--- src/rtl/video_wb_pkg.sv ---
// Shared types for the video RAM Wishbone arbiter: FSM states, master indices
// and the request payload carried from each master to the RAM port.
package video_wb_pkg;

  localparam int unsigned WB_AW = 32;
  localparam int unsigned WB_DW = 32;
  localparam int unsigned WB_SW = 4;

  localparam int unsigned M_VIN  = 0;
  localparam int unsigned M_VOUT = 1;

  typedef enum logic [1:0] {
    IDLE  = 2'd0,
    GNT0  = 2'd1,
    GNT1  = 2'd2,
    ABORT = 2'd3
  } arb_state_t;

  typedef struct packed {
    logic             cyc;
    logic             stb;
    logic             we;
    logic             lock;
    logic [WB_SW-1:0] sel;
    logic [WB_AW-1:0] adr;
    logic [WB_DW-1:0] dat;
  } wb_req_t;

endpackage

--- src/rtl/wb_watchdog.sv ---
// Stall counter for a granted strobe; o_tc flags the last cycle before abort.
module wb_watchdog #(
  parameter int unsigned TIMEOUT = 256,
  parameter int unsigned CNT_W   = 9
) (
  input  logic clk,
  input  logic nRST,
  input  logic i_clr,
  input  logic i_inc,
  output logic o_tc
);

  logic [CNT_W-1:0] r_cnt;

  always_ff @(posedge clk or negedge nRST) begin
    if (!nRST) begin
      r_cnt <= '0;
    end else if (i_clr) begin
      r_cnt <= '0;
    end else if (i_inc) begin
      r_cnt <= r_cnt + CNT_W'(1);
    end
  end

  assign o_tc = (r_cnt == CNT_W'(TIMEOUT - 1));

endmodule

--- src/rtl/video_wb_arbiter.sv ---
// Two-master Wishbone arbiter sharing the RAM port between video-in (m0) and
// video-out (m1): per-CYC grants, round-robin ties, urgent override, stall abort.
module video_wb_arbiter
  import video_wb_pkg::*;
#(
  parameter int unsigned TIMEOUT = 256,
  parameter int unsigned CNT_W   = 9
) (
  input  logic             clk,
  input  logic             nRST,
  input  logic             m0_wb_CYC_I,
  input  logic             m0_wb_STB_I,
  input  logic             m0_wb_WE_I,
  input  logic             m0_wb_LOCK_I,
  input  logic [WB_SW-1:0] m0_wb_SEL_I,
  input  logic [WB_AW-1:0] m0_wb_ADR_I,
  input  logic [WB_DW-1:0] m0_wb_DAT_I,
  output logic             m0_wb_ACK_O,
  output logic             m0_wb_ERR_O,
  output logic [WB_DW-1:0] m0_wb_DAT_O,
  input  logic             m1_wb_CYC_I,
  input  logic             m1_wb_STB_I,
  input  logic             m1_wb_WE_I,
  input  logic             m1_wb_LOCK_I,
  input  logic [WB_SW-1:0] m1_wb_SEL_I,
  input  logic [WB_AW-1:0] m1_wb_ADR_I,
  input  logic [WB_DW-1:0] m1_wb_DAT_I,
  output logic             m1_wb_ACK_O,
  output logic             m1_wb_ERR_O,
  output logic [WB_DW-1:0] m1_wb_DAT_O,
  input  logic             urgent,
  output logic             p_wb_CYC_O,
  output logic             p_wb_STB_O,
  output logic             p_wb_WE_O,
  output logic             p_wb_LOCK_O,
  output logic [WB_SW-1:0] p_wb_SEL_O,
  output logic [WB_AW-1:0] p_wb_ADR_O,
  output logic [WB_DW-1:0] p_wb_DAT_O,
  input  logic [WB_DW-1:0] p_wb_DAT_I,
  input  logic             p_wb_ACK_I,
  output logic             err_irq,
  output logic [1:0]       grant
);

  if (TIMEOUT < 2 || (64'd1 << CNT_W) <= 64'(TIMEOUT)) begin : g_bad_params
    $error("video_wb_arbiter: TIMEOUT must be >= 2 and below 2**CNT_W");
  end

  arb_state_t r_state;
  logic       r_last;
  logic       r_abort_m;

  wb_req_t w_m0;
  wb_req_t w_m1;
  wb_req_t w_own;
  logic    w_rq0;
  logic    w_rq1;
  logic    w_granted;
  logic    w_own_idx;
  logic    w_own_stb;
  logic    w_other_rq;
  logic    w_release;
  logic    w_abort;
  logic    w_abort_cyc;
  logic    w_tc;
  logic    w_wd_clr;
  logic    w_wd_inc;

  assign w_m0 = '{cyc: m0_wb_CYC_I, stb: m0_wb_STB_I, we: m0_wb_WE_I, lock: m0_wb_LOCK_I,
                  sel: m0_wb_SEL_I, adr: m0_wb_ADR_I, dat: m0_wb_DAT_I};
  assign w_m1 = '{cyc: m1_wb_CYC_I, stb: m1_wb_STB_I, we: m1_wb_WE_I, lock: m1_wb_LOCK_I,
                  sel: m1_wb_SEL_I, adr: m1_wb_ADR_I, dat: m1_wb_DAT_I};

  assign w_rq0       = m0_wb_CYC_I & m0_wb_STB_I;
  assign w_rq1       = m1_wb_CYC_I & m1_wb_STB_I;
  assign w_granted   = (r_state == GNT0) || (r_state == GNT1);
  assign w_own_idx   = (r_state == GNT1);
  assign w_own       = w_own_idx ? w_m1 : w_m0;
  assign w_other_rq  = w_own_idx ? w_rq0 : w_rq1;
  assign w_own_stb   = w_granted & w_own.cyc & w_own.stb;
  assign w_release   = w_granted & ~w_own.cyc & ~w_own.lock;
  assign w_abort_cyc = r_abort_m ? m1_wb_CYC_I : m0_wb_CYC_I;

  // An ACK landing on the terminal count beats the abort.
  assign w_abort  = w_own_stb & ~p_wb_ACK_I & w_tc;
  assign w_wd_inc = w_own_stb & ~p_wb_ACK_I;
  assign w_wd_clr = ~w_own_stb | p_wb_ACK_I | w_abort;

  wb_watchdog #(
    .TIMEOUT (TIMEOUT),
    .CNT_W   (CNT_W)
  ) u_wdog (
    .clk   (clk),
    .nRST  (nRST),
    .i_clr (w_wd_clr),
    .i_inc (w_wd_inc),
    .o_tc  (w_tc)
  );

  // Grant FSM; r_last remembers the latest owner for tie-breaking.
  always_ff @(posedge clk or negedge nRST) begin
    if (!nRST) begin
      r_state   <= IDLE;
      r_last    <= 1'(M_VOUT);
      r_abort_m <= 1'(M_VIN);
    end else begin
      case (r_state)
        IDLE: begin
          if (w_rq0 && w_rq1) begin
            if (urgent || r_last == 1'(M_VIN)) begin
              r_state <= GNT1;
              r_last  <= 1'(M_VOUT);
            end else begin
              r_state <= GNT0;
              r_last  <= 1'(M_VIN);
            end
          end else if (w_rq0) begin
            r_state <= GNT0;
            r_last  <= 1'(M_VIN);
          end else if (w_rq1) begin
            r_state <= GNT1;
            r_last  <= 1'(M_VOUT);
          end
        end
        GNT0, GNT1: begin
          if (w_abort) begin
            r_state   <= ABORT;
            r_abort_m <= w_own_idx;
          end else if (w_release) begin
            if (w_other_rq) begin
              r_state <= w_own_idx ? GNT0 : GNT1;
              r_last  <= ~w_own_idx;
            end else begin
              r_state <= IDLE;
            end
          end
        end
        ABORT: begin
          if (!w_abort_cyc) begin
            r_state <= IDLE;
          end
        end
        default: r_state <= IDLE;
      endcase
    end
  end

  // Bus routing decoded from the state register; non-owners see zeros.
  always_comb begin
    p_wb_CYC_O  = 1'b0;
    p_wb_STB_O  = 1'b0;
    p_wb_WE_O   = 1'b0;
    p_wb_LOCK_O = 1'b0;
    p_wb_SEL_O  = '0;
    p_wb_ADR_O  = '0;
    p_wb_DAT_O  = '0;
    m0_wb_ACK_O = 1'b0;
    m0_wb_ERR_O = 1'b0;
    m0_wb_DAT_O = '0;
    m1_wb_ACK_O = 1'b0;
    m1_wb_ERR_O = 1'b0;
    m1_wb_DAT_O = '0;
    err_irq     = 1'b0;
    grant       = 2'b00;
    if (w_granted) begin
      p_wb_CYC_O  = w_own.cyc;
      p_wb_STB_O  = w_own.stb;
      p_wb_WE_O   = w_own.we;
      p_wb_LOCK_O = w_own.lock;
      p_wb_SEL_O  = w_own.sel;
      p_wb_ADR_O  = w_own.adr;
      p_wb_DAT_O  = w_own.dat;
      err_irq     = w_abort;
    end
    if (r_state == GNT0) begin
      m0_wb_ACK_O = p_wb_ACK_I;
      m0_wb_ERR_O = w_abort;
      m0_wb_DAT_O = p_wb_DAT_I;
      grant       = 2'b01;
    end
    if (r_state == GNT1) begin
      m1_wb_ACK_O = p_wb_ACK_I;
      m1_wb_ERR_O = w_abort;
      m1_wb_DAT_O = p_wb_DAT_I;
      grant       = 2'b10;
    end
  end

endmodule

--- config.mk ---
export PLATFORM = sky130hd
export DESIGN_NAME = video_wb_arbiter
export DESIGN_NICKNAME = d
export VERILOG_FILES = /design/src/rtl/video_wb_pkg.sv /design/src/rtl/wb_watchdog.sv /design/src/rtl/video_wb_arbiter.sv
export SDC_FILE = /design/constraint.sdc
export NUM_CORES = 1
export LEC_CHECK = 0
export ABC_AREA = 1
export CORE_AREA = 2 2 126 128
export DETAILED_ROUTE_END_ITERATION = 12
export DIE_AREA = 0 0 128 130
export HOLD_SLACK_MARGIN = 0.1
export PLACE_DENSITY_LB_ADDON = 0.25
export SKIP_CTS_REPAIR_TIMING = 1
export SYNTH_ARGS = -nofsm -noshare
export SYNTH_HDL_FRONTEND = slang
export SYNTH_SLANG_ARGS = --single-unit
--- constraint.sdc ---
create_clock -name clk -period 2.4 [get_ports clk]
set_input_delay 0.48 -clock clk [delete_from_list [all_inputs] [get_ports clk]]
set_output_delay 0.48 -clock clk [all_outputs]
set_load 0.05 [all_outputs]
Word-level counts from Yosys, hierarchy flattened --
Index checks and enable logic that the tools add are counted.
Word-level totals: logic and storage cells 80, register bits after elaboration 13
Operators by class: multiplexer cells 39, equal/unequal tests 10, reduce and logical (&&, ||, !) cells 10, bitwise gates (word level) 16, $add $sub $neg 1
Operators by type and width (number):
- two-way mux 32 bit | 4
- two-way mux 72 bit | 1
- two-way mux 2 bit | 10
- two-way mux 1 bit | 19
- two-way mux 9 bit | 2
- adder 9 x 1 -> 9 bit, second input constant | 1
- equality test 9 x 8 -> 1 bit, second input constant | 1
- bitwise AND 1 bit | 8
- inequality test 2 bit, second input constant | 4
- NOT 1 bit | 6
- case mux 2 bit (3 select lines) | 1
- AND reduction 5 bit | 1
- equality test 2 bit, second input constant | 2
- two-way mux 4 bit | 1
- inequality test 4 bit, second input constant | 1
- nonzero test 2 bit | 2
- inequality test 3 bit, second input constant | 1
- AND reduction 3 bit | 1
- equality test 2 x 1 -> 1 bit, second input constant | 1
- logical NOT 2 bit | 1
- logical OR 1 bit | 2
- OR 1 bit | 2
- case mux 1 bit (2 select lines) | 1
- AND reduction 2 bit | 1
- other kinds (2) | 2

Depth between registers and ports, before layout --
Gate-level depths: netlist (run 1).
word-level depth 8, mapped depth 14, mapped depth without buffers 14

Modules after synthesis --
From an unflattened synthesis (run 1), not the netlist that was laid out.
Unflattened totals: cells, all modules 514, area total of the unflattened synthesis 2529.9 um^2
By module, submodules not included:
- video_wb_arbiter | cells an instance 451, area each 2025.7 um^2, seq. area each 101.3 um^2, instances 1
- wb_watchdog | cells an instance 63, area each 504.2 um^2, seq. area each 225.2 um^2, instances 1

Worst setup path after synthesis (run 1) --
No wires, ideal clock.
path type flip-flop to output port, from reg r_state[0], to out m0_wb_ERR_O, cell stages (with the launch flop) 8, path slack -0.272 ns, arrival time 2.192 ns, path through dfrtp_1 inv_1 ha_1 buf_2 nand2_2 nor2_4 nand3_4 nor2_1
On the way: longest elaborated chain between the ends 7, elaborated cells between the ends (all ways) 9, classes of those cells eq/ne: 2; mux: 2; bitwise: 4; reduce/logical: 1
Ends and longest elaborated chain:
- start, declared | RTL line video_wb_arbiter.sv:49 | arb_state_t r_state;
- start signal, assigned | RTL line video_wb_arbiter.sv:131 | r_state <= w_own_idx ? GNT0 : GNT1;
- equality test 2 bit or equality test 2 x 1 -> 1 bit (tied branches) | RTL line video_wb_arbiter.sv:76, video_wb_arbiter.sv:77, video_wb_arbiter.sv:175
- two-way mux 72 bit or logical OR 1 bit (tied branches) | RTL line video_wb_arbiter.sv:78, video_wb_arbiter.sv:76
- bitwise AND 1 bit (2 in series) | RTL line video_wb_arbiter.sv:80 | assign w_own_stb = w_granted & w_own.cyc & w_own.stb;
- bitwise AND 1 bit (2 in series) | RTL line video_wb_arbiter.sv:85 | assign w_abort = w_own_stb & ~p_wb_ACK_I & w_tc;
- two-way mux 1 bit * | RTL line video_wb_arbiter.sv:175 | if (r_state == GNT0) begin
- end, declared | RTL line video_wb_arbiter.sv:19 | output logic m0_wb_ERR_O,
Mark *: on every way between the ends. The rest lies on a longest branch, timed or not.

Worst setup path in the final report (run 1) --
from reg u_wdog.r_cnt[0], to out m0_wb_ERR_O
On the way: longest elaborated chain between the ends 3
Ends and longest elaborated chain:
- start, declared | RTL line wb_watchdog.sv:13 | logic [CNT_W-1:0] r_cnt;
- start signal, assigned | RTL line wb_watchdog.sv:21 | r_cnt <= r_cnt + CNT_W'(1);
- equality test 9 x 8 -> 1 bit | RTL line wb_watchdog.sv:25 | assign o_tc = (r_cnt == CNT_W'(TIMEOUT - 1));
- bitwise AND 1 bit | RTL line video_wb_arbiter.sv:85
- two-way mux 1 bit | RTL line video_wb_arbiter.sv:175
No other way between the ends.

==> qor.csv, run 1 <==
metric;value;unit
cpLargestDelayFamily;simple AND/OR/NAND/NOR gates;
final_area;7742;sq um
wirelength;14750;um
p_switching;6.953;mW
io_pins;323;
synth_edf_count;0;
worst_skew_pair.late_latency;240;ps
synth_common_cells;151 x nor2_1, 94 x nand2_1, 89 x inv_1;
setup_viol;3;
ys.flop_type;dfrtp_1;
syn-num-nets;682;
hold_path_class;register to register;
netlist_area;2434;sq um
cp-start-kind;register;
rows;46;
endpoint_kind;primary output;
synth.area.top_cells;nor2_1 23%, nand2_1 14%, o21ai_0 14%, inv_1 14%, dfrtp_1 12%;
crit_buf_inv;3;
die_h;130;um
status;finished, violations left;
final_cells;998;
antennaDiodeCount;0;
grt_pass1_wl;21670;um
core_area;15420;sq um
syn_to_final_growth;218.1;%
yosysMostFrequentCell;nor2_1;
syn_area_per_cell;4.926;sq um
ys_async_sr_fraction;100.0;%
grt_antenna_before_repair;0;
hold_viol;0;
worst_pin_slew;576.7;ps
critical_path_class;register to primary output;
p_leak;3.694;nW
period_share;102.7;%
seq_power_share;2.3;%
cts_buffer_depth;2;
yosysSeqAreaShare;13.42;%
hpwl;11940;um
synth_top_area_cell;nor2_1;
wire_per_inst;14.78;um
dieArea;16640;sq um
slew_headroom;61.44;%
slew_violations;0;
p_sw_share;54.83;%
synth-compound-area-share;16.97;%
drt_pass1_iterations;4;
grt_max_degree;42;
fin_nets;995;
vdd_ir_drop_max;0.6696;mV
first_global_vias;3933;
yosys.area_share.xor_xnor;0.3599;%
synth_cell_types;31;
fin_skew;4.144;ps
ant_nets;0;
hold_path_startpoint;r_last;
cts-root-buf;clkbuf_16;
layout-drive-gt1-share;32.88;%
power_per_cell_area;1638;nW/um^2
worstPathMaxFanout;4;
htree_levels;1;
routed.top_layer;met4;
fp.dieW;128;um
synth_cells;494;
drv_cap;0;
crit_path_top_delay_cell;dfrtp_1;
synth-seq-cells;13;
grt_setup_unrepaired;yes;
met3_length;1243;um
path_cells;ha_2 -> nand2_2 -> inv_2 -> nand2_4 -> nor4_4 -> inv_1 -> nor2_2 -> ha_2 -> nand3_4 -> nor2_4 -> buf_12;
place_inst;988;
gp_congestion;0.7570;
clkPwrFrac;2.4;%
period_needed;2465;ps
clock-sinks;13;
crit-reg2reg-launch;u_wdog.r_cnt[0];
wirelength_met1;5749;um
cts_buffers;3;
cp.required;1920;ps
dp_slack;87.13;ps
violations;negative setup slack;
path_common_cell;ha_2;
synth_mux_area_share;0;%
overflow;0;
critPathArrivalTime;1990;ps
drt_iter0_markers;89;
ys_warn_count;0;
vias;4043;
yosys.area_share.simple;45.19;%
yosysTopAreaCellShare;23.29;%
rrSetupSlack;350;ps
p_comb_share;95.3;%
intPower;5.729;mW
cts_tree;done;
initial_core_util;15.78;%
max_stage_delay;370;ps
fin_ws;-65.21;ps
startpoint;u_wdog.r_cnt[0];
grt_use_total;16.38;%
drc;0;
synth_top_family_by_area;simple AND/OR/NAND/NOR gates;
fmax;405.6;MHz
clkTransAtPathRegs;40;ps
routed_via_density;4.051;
portBuffers;322;
placed_cell_area;7522;sq um
met2_length;7538;um
synth_fa_ha_area_share;4.113;%
==> kinds of logic after synthesis <==
kind of cell / after synthesis
xor+xnor: 1
flops: 13
buf+inv: 123
simple gates: 269
compound gates: 80
fa+ha+maj: 8
==> cells in the final DEF (no fill, tap or decap), types with 2 or more instances in the layout <==
cell type          n
nor3b_1            3
buf_4             10
ha_4               2
o21ai_0           70
a21oi_1            3
nand2_2            6
buf_12           148
nor2_1            79
ha_1               4
ha_2               2
nor2_2            71
o211ai_1           2
dfrtp_2            2
inv_1             85
nand2_1           92
nor3_1             2
clkbuf_16          4
inv_2              5
clkdlybuf4s50_1  179
a21oi_2            2
nand3_1            5
dfrtp_1           10
nor2_4             4
==> final cells by class <==
| cell class | count | area (sq um) |
|---|---|---|
| Tap cell | 192 | 240.2 |
| Sequential cell | 13 | 329.1 |
| Timing Repair Buffer | 341 | 4886 |
| Inverter | 90 | 337.8 |
| Fill cell | 1456 | 7682 |
| Clock buffer | 4 | 78.83 |
| Multi-Input combinational cell | 358 | 1871 |
==> stage by stage <==
stage	total power, mW	util [%]	setup TNS [ps]	hold slack, ps
2_1_floorplan	6.308	-	-108.7	184.4
3_3_place_gp	12.22	48.77	0	442.8
3_5_place_dp	12.26	48.77	0	456.2
4_1_cts	12.61	49.28	-1372	462.7
5_1_grt	13.29	50.19	-520.6	502.6
6_report	12.68	50.19	-114.7	477.9
==> sequential cells by signal, summed over array words and instances, names as in the netlist <==
signal        cells
u_wdog.r_cnt      9
r_state           2
r_last            1
r_abort_m         1
==> path summary, 6_finish.rpt <==
kind,cells after the start,endpoint
max,11,m0_wb_ERR_O
min,2,r_last
max reg2reg,14,r_state[0]
min reg2reg,2,r_last
max in group asynchronous,1,r_state[1]
min in group asynchronous,1,u_wdog.r_cnt[2]
==> per-layer routing <==
| metal | vias up | global-route usage (%) |
|---|---|---|
| met4 | 0 | 2.715 |
| met5 | - | 0 |
| met3 | 14 | 5.043 |
| li1 | 2088 | - |
| met2 | 160 | 30.17 |
| met1 | 1781 | 18.99 |
==> power by group through the flow <==
stage | logic [mW] | clock network, mW | registers (mW)
2_1_floorplan | 6.03 | 0 | 0.280
3_3_place_gp | 11.9 | 0 | 0.285
3_5_place_dp | 12.0 | 0 | 0.288
4_1_cts | 12.0 | 0.322 | 0.285
5_1_grt | 12.7 | 0.338 | 0.298
6_report | 12.1 | 0.309 | 0.291
==> tightest hold or removal path: cells and delay by family (launching register included) <==
family	cells	cell delay, ps
flops	1	360
compound gates	1	60
simple gates	1	50
Power figures use the tool's default switching activity.
==> inputs of run 2 (changes only) <==
Settings changed: CTS_CLUSTER_DIAMETER set to 100, SLEW_MARGIN set to 15.
==> results of run 2 <==
Final layout, timing and power as in run 1 (identical DEF).
==> RTL change 1 (config.mk and constraints of run 2) <==
The 4 states of `arb_state_t` get a one-hot encoding in 4 bits.
--- a/src/rtl/video_wb_pkg.sv
+++ b/src/rtl/video_wb_pkg.sv
@@ -10,9 +10,9 @@
   localparam int unsigned M_VOUT = 1;
 
-  typedef enum logic [1:0] {
-    IDLE  = 2'd0,
-    GNT0  = 2'd1,
-    GNT1  = 2'd2,
-    ABORT = 2'd3
+  typedef enum logic [3:0] {
+    IDLE  = 4'b0001,
+    GNT0  = 4'b0010,
+    GNT1  = 4'b0100,
+    ABORT = 4'b1000
   } arb_state_t;
 
Formal check against the unedited RTL: same outputs for any inputs over 4 cycles, from zero or initial values and one cycle with nRST low; so few cycles prove little.
==> RTL change 1 against run 2 <==
Power shrank 43%; final area shrank 2.6%; register-to-register slack gained 210 ps; setup slack gained 120 ps; routed wire length grew 0.52%; synthesized area shrank 2.2%; largest cell class unchanged; sequential cell count grew 2; sequential share of layout area grew 0.76 points; critical path type unchanged; first-iteration DRC count grew 55%.
==> RTL change 1: results (changes against run 2) <==
stage,metric,value,unit,change
logic_synthesis,synthTopCellsByArea,"nor2_1, a21oi_1, dfrtp_1, inv_1, nand2_1",,
cells_and_area,reg.largest.list,"u_wdog.r_cnt (9), r_state (4)",,
logic_synthesis,synth_xor_xnor_area_share,0,,-0.003599
pwr,peakVddDrop,452.7,µV,-32%
routing,drt-initial-drc-count,138,,+55%
routing,wl_met1,5.697,mm,-0.90%
global_routing,use_met2,0.2944,,-0.007235
sta,max_slew_margin,0.5505,,-0.06386
clocking,clockRootBuffer,clkbuf_16,,
logic_synthesis,synth_common_cells,"nor2_1, a21oi_1, inv_1",,
setup_path,max_stage_delay,350,ps,-20 ps
logic_synthesis,synth_compound_area_frac,0.1556,,-0.01404
global_routing,track_usage,0.1616,,-0.002225
global_routing,use_met1,0.1925,,+0.002575
routing,dr_wl_met3,1.213,mm,-2.4%
run_status,status,"finished, final reports clean",,
place,gp_congestion,0.7905,,+4.4%
cells_and_area,fillCellCount,1505,,+3.4%
logic_synthesis,ys_seq_area_frac,0.1588,,+0.02459
routing,routed_wl,14.83,mm,+0.52%
global_routing,grt_pass1_wl,21.02,mm,-3.0%
place,hpwl,12.04,mm,+0.84%
logic_synthesis,synthAdderAreaFrac,0.01052,,-0.03062
global_routing,grt_use_met3,0.04510,,-0.005330
pwr,leakagePower,3.345,nW,-9.4%
cells_and_area,nets,959,,-3.6%
pwr,swShare,0.5297,,-0.01853
routing,wire_per_inst,15.32,µm,+3.6%
sta,finalClockSkew,6.172,ps,+2.028 ps
place,post_dp_cell_area,7306,µm²,-2.9%
cells_and_area,layout-drive-gt1-share,0.2822,,-0.04657
global_routing,grt_max_degree,55,,+31%
setup_path,critPathArrivalTime,1870,ps,-120 ps
logic_synthesis,synth_cells,465,,-5.9%
logic_synthesis,synthDistinctLibCells,28,,-9.7%
RTL change 1: worst paths after layout:
kind,endpoint,start,cells past startpoint,slack [ps]
max reg2reg,r_state[1],u_wdog.r_cnt[0],14,560
min reg2reg,r_last,r_last,2,470
min,r_last,r_last,2,470
max in group asynchronous,u_wdog.r_cnt[7],nRST,1,1320
min in group asynchronous,u_wdog.r_cnt[8],nRST,1,650
max,m1_wb_ERR_O,u_wdog.r_cnt[0],11,50
RTL change 1: cell type report:
| cell class | count | area, µm² | area share |
|---|---|---|---|
| timing repair buffer | 337 | 4872 | 0.6459 |
| tap | 192 | 240.2 | 0.03185 |
| clock inverter | 1 | 5.005 | 0.0006635 |
| clock buffer | 3 | 75.07 | 0.009952 |
| multi-input combinational | 363 | 1754 | 0.2325 |
| sequential | 15 | 377.9 | 0.05009 |
| inverter | 57 | 219.0 | 0.02903 |
RTL change 1: cells by family (layout without fill, tap and decap cells):
group | count (synthesis) | in the layout
DFF | 15 | 15
AOI/OAI and AO/OA | 74 | 74
and+or+nand+nor | 287 | 287
adders and majority gates | 2 | 2
buffers and inverters | 87 | 398
RTL change 1: tightest hold or removal path, stage by stage, from the launching register on:
cell and delay [ps]:
dfstp_2 370, nand2_1 50, nand2_1 40
RTL change 1: power groups by stage:
stage / registers (mW) / logic [mW] / clock network [mW]
finish: 0.328 / 6.63 / 0.322
detailed placement: 0.332 / 6.54 / 0
CTS: 0.328 / 6.56 / 0.331
floorplan: 0.324 / 3.19 / 0
global placement: 0.333 / 6.52 / 0
global route: 0.332 / 6.93 / 0.336
==> RTL change 2 (settings of run 2) <==
Made on the original files. `CNT_W` is set to 9 in 2 places; all go to 10.
--- a/src/rtl/wb_watchdog.sv
+++ b/src/rtl/wb_watchdog.sv
@@ -2,5 +2,5 @@
 module wb_watchdog #(
   parameter int unsigned TIMEOUT = 256,
-  parameter int unsigned CNT_W   = 9
+  parameter int unsigned CNT_W   = 10
 ) (
   input  logic clk,
--- a/src/rtl/video_wb_arbiter.sv
+++ b/src/rtl/video_wb_arbiter.sv
@@ -5,5 +5,5 @@
 #(
   parameter int unsigned TIMEOUT = 256,
-  parameter int unsigned CNT_W   = 9
+  parameter int unsigned CNT_W   = 10
 ) (
   input  logic             clk,
Behaviour: no difference found for any inputs over 10 cycles, from zero or initial values and one cycle with nRST low; that may be too few to reach the edited logic, so the function may still have changed.
==> RTL change 2 against run 2 <==
Critical path type unchanged; critical endpoint is now p_wb_LOCK_O; synthesized area up 4.6%; setup slack better by 180 ps; power shrank 13%; core utilization down 5.4 points; fmax up 7.7%; sequential cell count grew 1; largest power group unchanged; final cell count rose by 1.1%; routed wire length down 1.7%; global-route usage decreased by 0.98 points; final area decreased by 11%; via count increased by 2.5%; worst hold slack worse by 18 ps.
==> RTL change 2: results (changes against run 2) <==
stage,metric,value,unit,change
global_routing,grt_use_met3,0.04879,,-0.001640
sta,finalClockSkew,6.378,ps,+2.234 ps
clocking,clockBufferDepth,2,,unchanged
place,hpwl,11.88,mm,-0.53%
setup_path,r2r_start,r_state[0],,
setup_path,critPathArrivalTime,1810,ps,-180 ps
hold_path,hp-class,register to register,,
routing,drt-initial-drc-count,167,,+88%
global_routing,use_met1,0.1734,,-0.01657
global_routing,grt_max_degree,58,,+38%
place,dp.cells,1000,,+1.2%
clocking,clk_pin_slew,40,ps,about the same
global_routing,track_usage,0.1540,,-0.009780
cells_and_area,layout-drive-gt1-share,0.3256,,-0.003203
pwr,leakagePower,3.489,nW,-5.6%
place,gp_congestion,0.7340,,-3.0%
setup_path,startpoint_type,register,,
logic_synthesis,synth_cells,504,,+2.0%
clocking,clkLatencyLatePin,250,ps,
routing,avgViaCountPerCell,4.109,,+1.4%
cells_and_area,n_antenna_cell,0,,unchanged
logic_synthesis,synth_common_cells,"nor2_1, nand2_1, inv_1",,
clocking,cts_inserted_buffers,3,,unchanged
global_routing,use_met2,0.2885,,-0.01321
pwr,peakVddDrop,710.7,µV,+6.1%
sta,max_slew_margin,0.5913,,-0.02305
place,post_dp_cell_area,6758,µm²,-10%
setup_path,r2r_cells,11,,-3
logic_synthesis,synthTopCellsByArea,"nor2_1, nand2_1, o21ai_0, dfrtp_1, inv_1",,
routing,dr.pass1.iters,4,,unchanged
setup_path,path_max_fanout,39,,+35
clocking,clockRootBuffer,clkbuf_16,,
place,port_buffers,322,,unchanged
global_routing,grt_pass1_wl,20.29,mm,-6.4%
setup_path,crit_end,p_wb_LOCK_O,,
logic_synthesis,synthFlopType,dfrtp_1,,
global_routing,antenna_found_initial,0,,unchanged
routing,wire_per_inst,14.37,µm,-2.8%
sta,setup_viol_count_final,0,,-3
logic_synthesis,synthesis.nets,691,,+1.3%
logic_synthesis,ys_seq_area_frac,0.1381,,+0.003893
run_status,status,"finished, final reports clean",,
setup_path,ff2ff_setup_slack,610,ps,+260 ps
routing,routed_wl,14.50,mm,-1.7%
place,dpl_worst_slack,63.62,ps,-23.51 ps
routing,ant_nets,0,,unchanged
logic_synthesis,synthDistinctLibCells,35,,+13%
cells_and_area,reg.largest.list,"u_wdog.r_cnt (10), r_state (2)",,
setup_path,r2r_end,r_state[1],,
logic_synthesis,yosys_warnings,0,,unchanged
logic_synthesis,async_reset_ff_frac,1.000,,unchanged
clocking,htreeDepth,1,,unchanged
sta,final.min_clock_period,2290,ps,-175.5 ps
global_routing,grt_pass1_vias,3954,,+0.53%
-- RTL change 2: worst min path at each step --
| stage | startpoint | endpoint | slack, ps | cells after the start |
|---|---|---|---|---|
| CTS | r_last | r_last | 460 | 2 |
| detailed placement | r_last | r_last | 460 | 2 |
| finish | r_last | r_last | 460 | 2 |
| global route | r_last | r_last | 510 | 2 |
| floorplan | nRST | r_abort_m | 180 | 0 |
| global placement | u_wdog.r_cnt[0] | u_wdog.r_cnt[0] | 450 | 1 |
-- RTL change 2: worst max-delay path, cell delays in order (launching register included) --
cell	delay, ps
dfrtp_1	390
inv_2	120
ha_4	200
inv_2	80
buf_12	170
or2_2	290
nand3_2	80
inv_1	40
buf_4	180
-- RTL change 2: where the power goes --
group | leakage [nW] | internal (mW) | switching, mW
combinational | 3.26 | 3.54 | 6.90
clock | 0.0382 | 0.224 | 0.0961
sequential | 0.189 | 0.275 | 0.0255
-- RTL change 2: layout make-up --
cell class	count	area (µm²)
tap	192	240.2
timing repair buffer	342	3984
fill	1556	8509
sequential	14	352.8
multi-input combinational	369	1929
inverter	88	330.3
clock buffer	4	78.83
-- RTL change 2: cells by family after synthesis --
kind of cell	Yosys count	share of synthesized area
AO/OA/AOI/OAI	78	0.1592
XOR/XNOR	3	0.01032
adder cells (fa/ha/maj)	7	0.03440
buffers and inverters	121	0.1872
flip-flops	14	0.1381
AND/OR/NAND/NOR	281	0.4708
-- RTL change 2: layer usage --
metal	vias to the layer above	part of all wire
met5	-	0
met4	0	0.0082
met3	7	0.097
met2	196	0.51
met1	1817	0.39
li1	2126	-
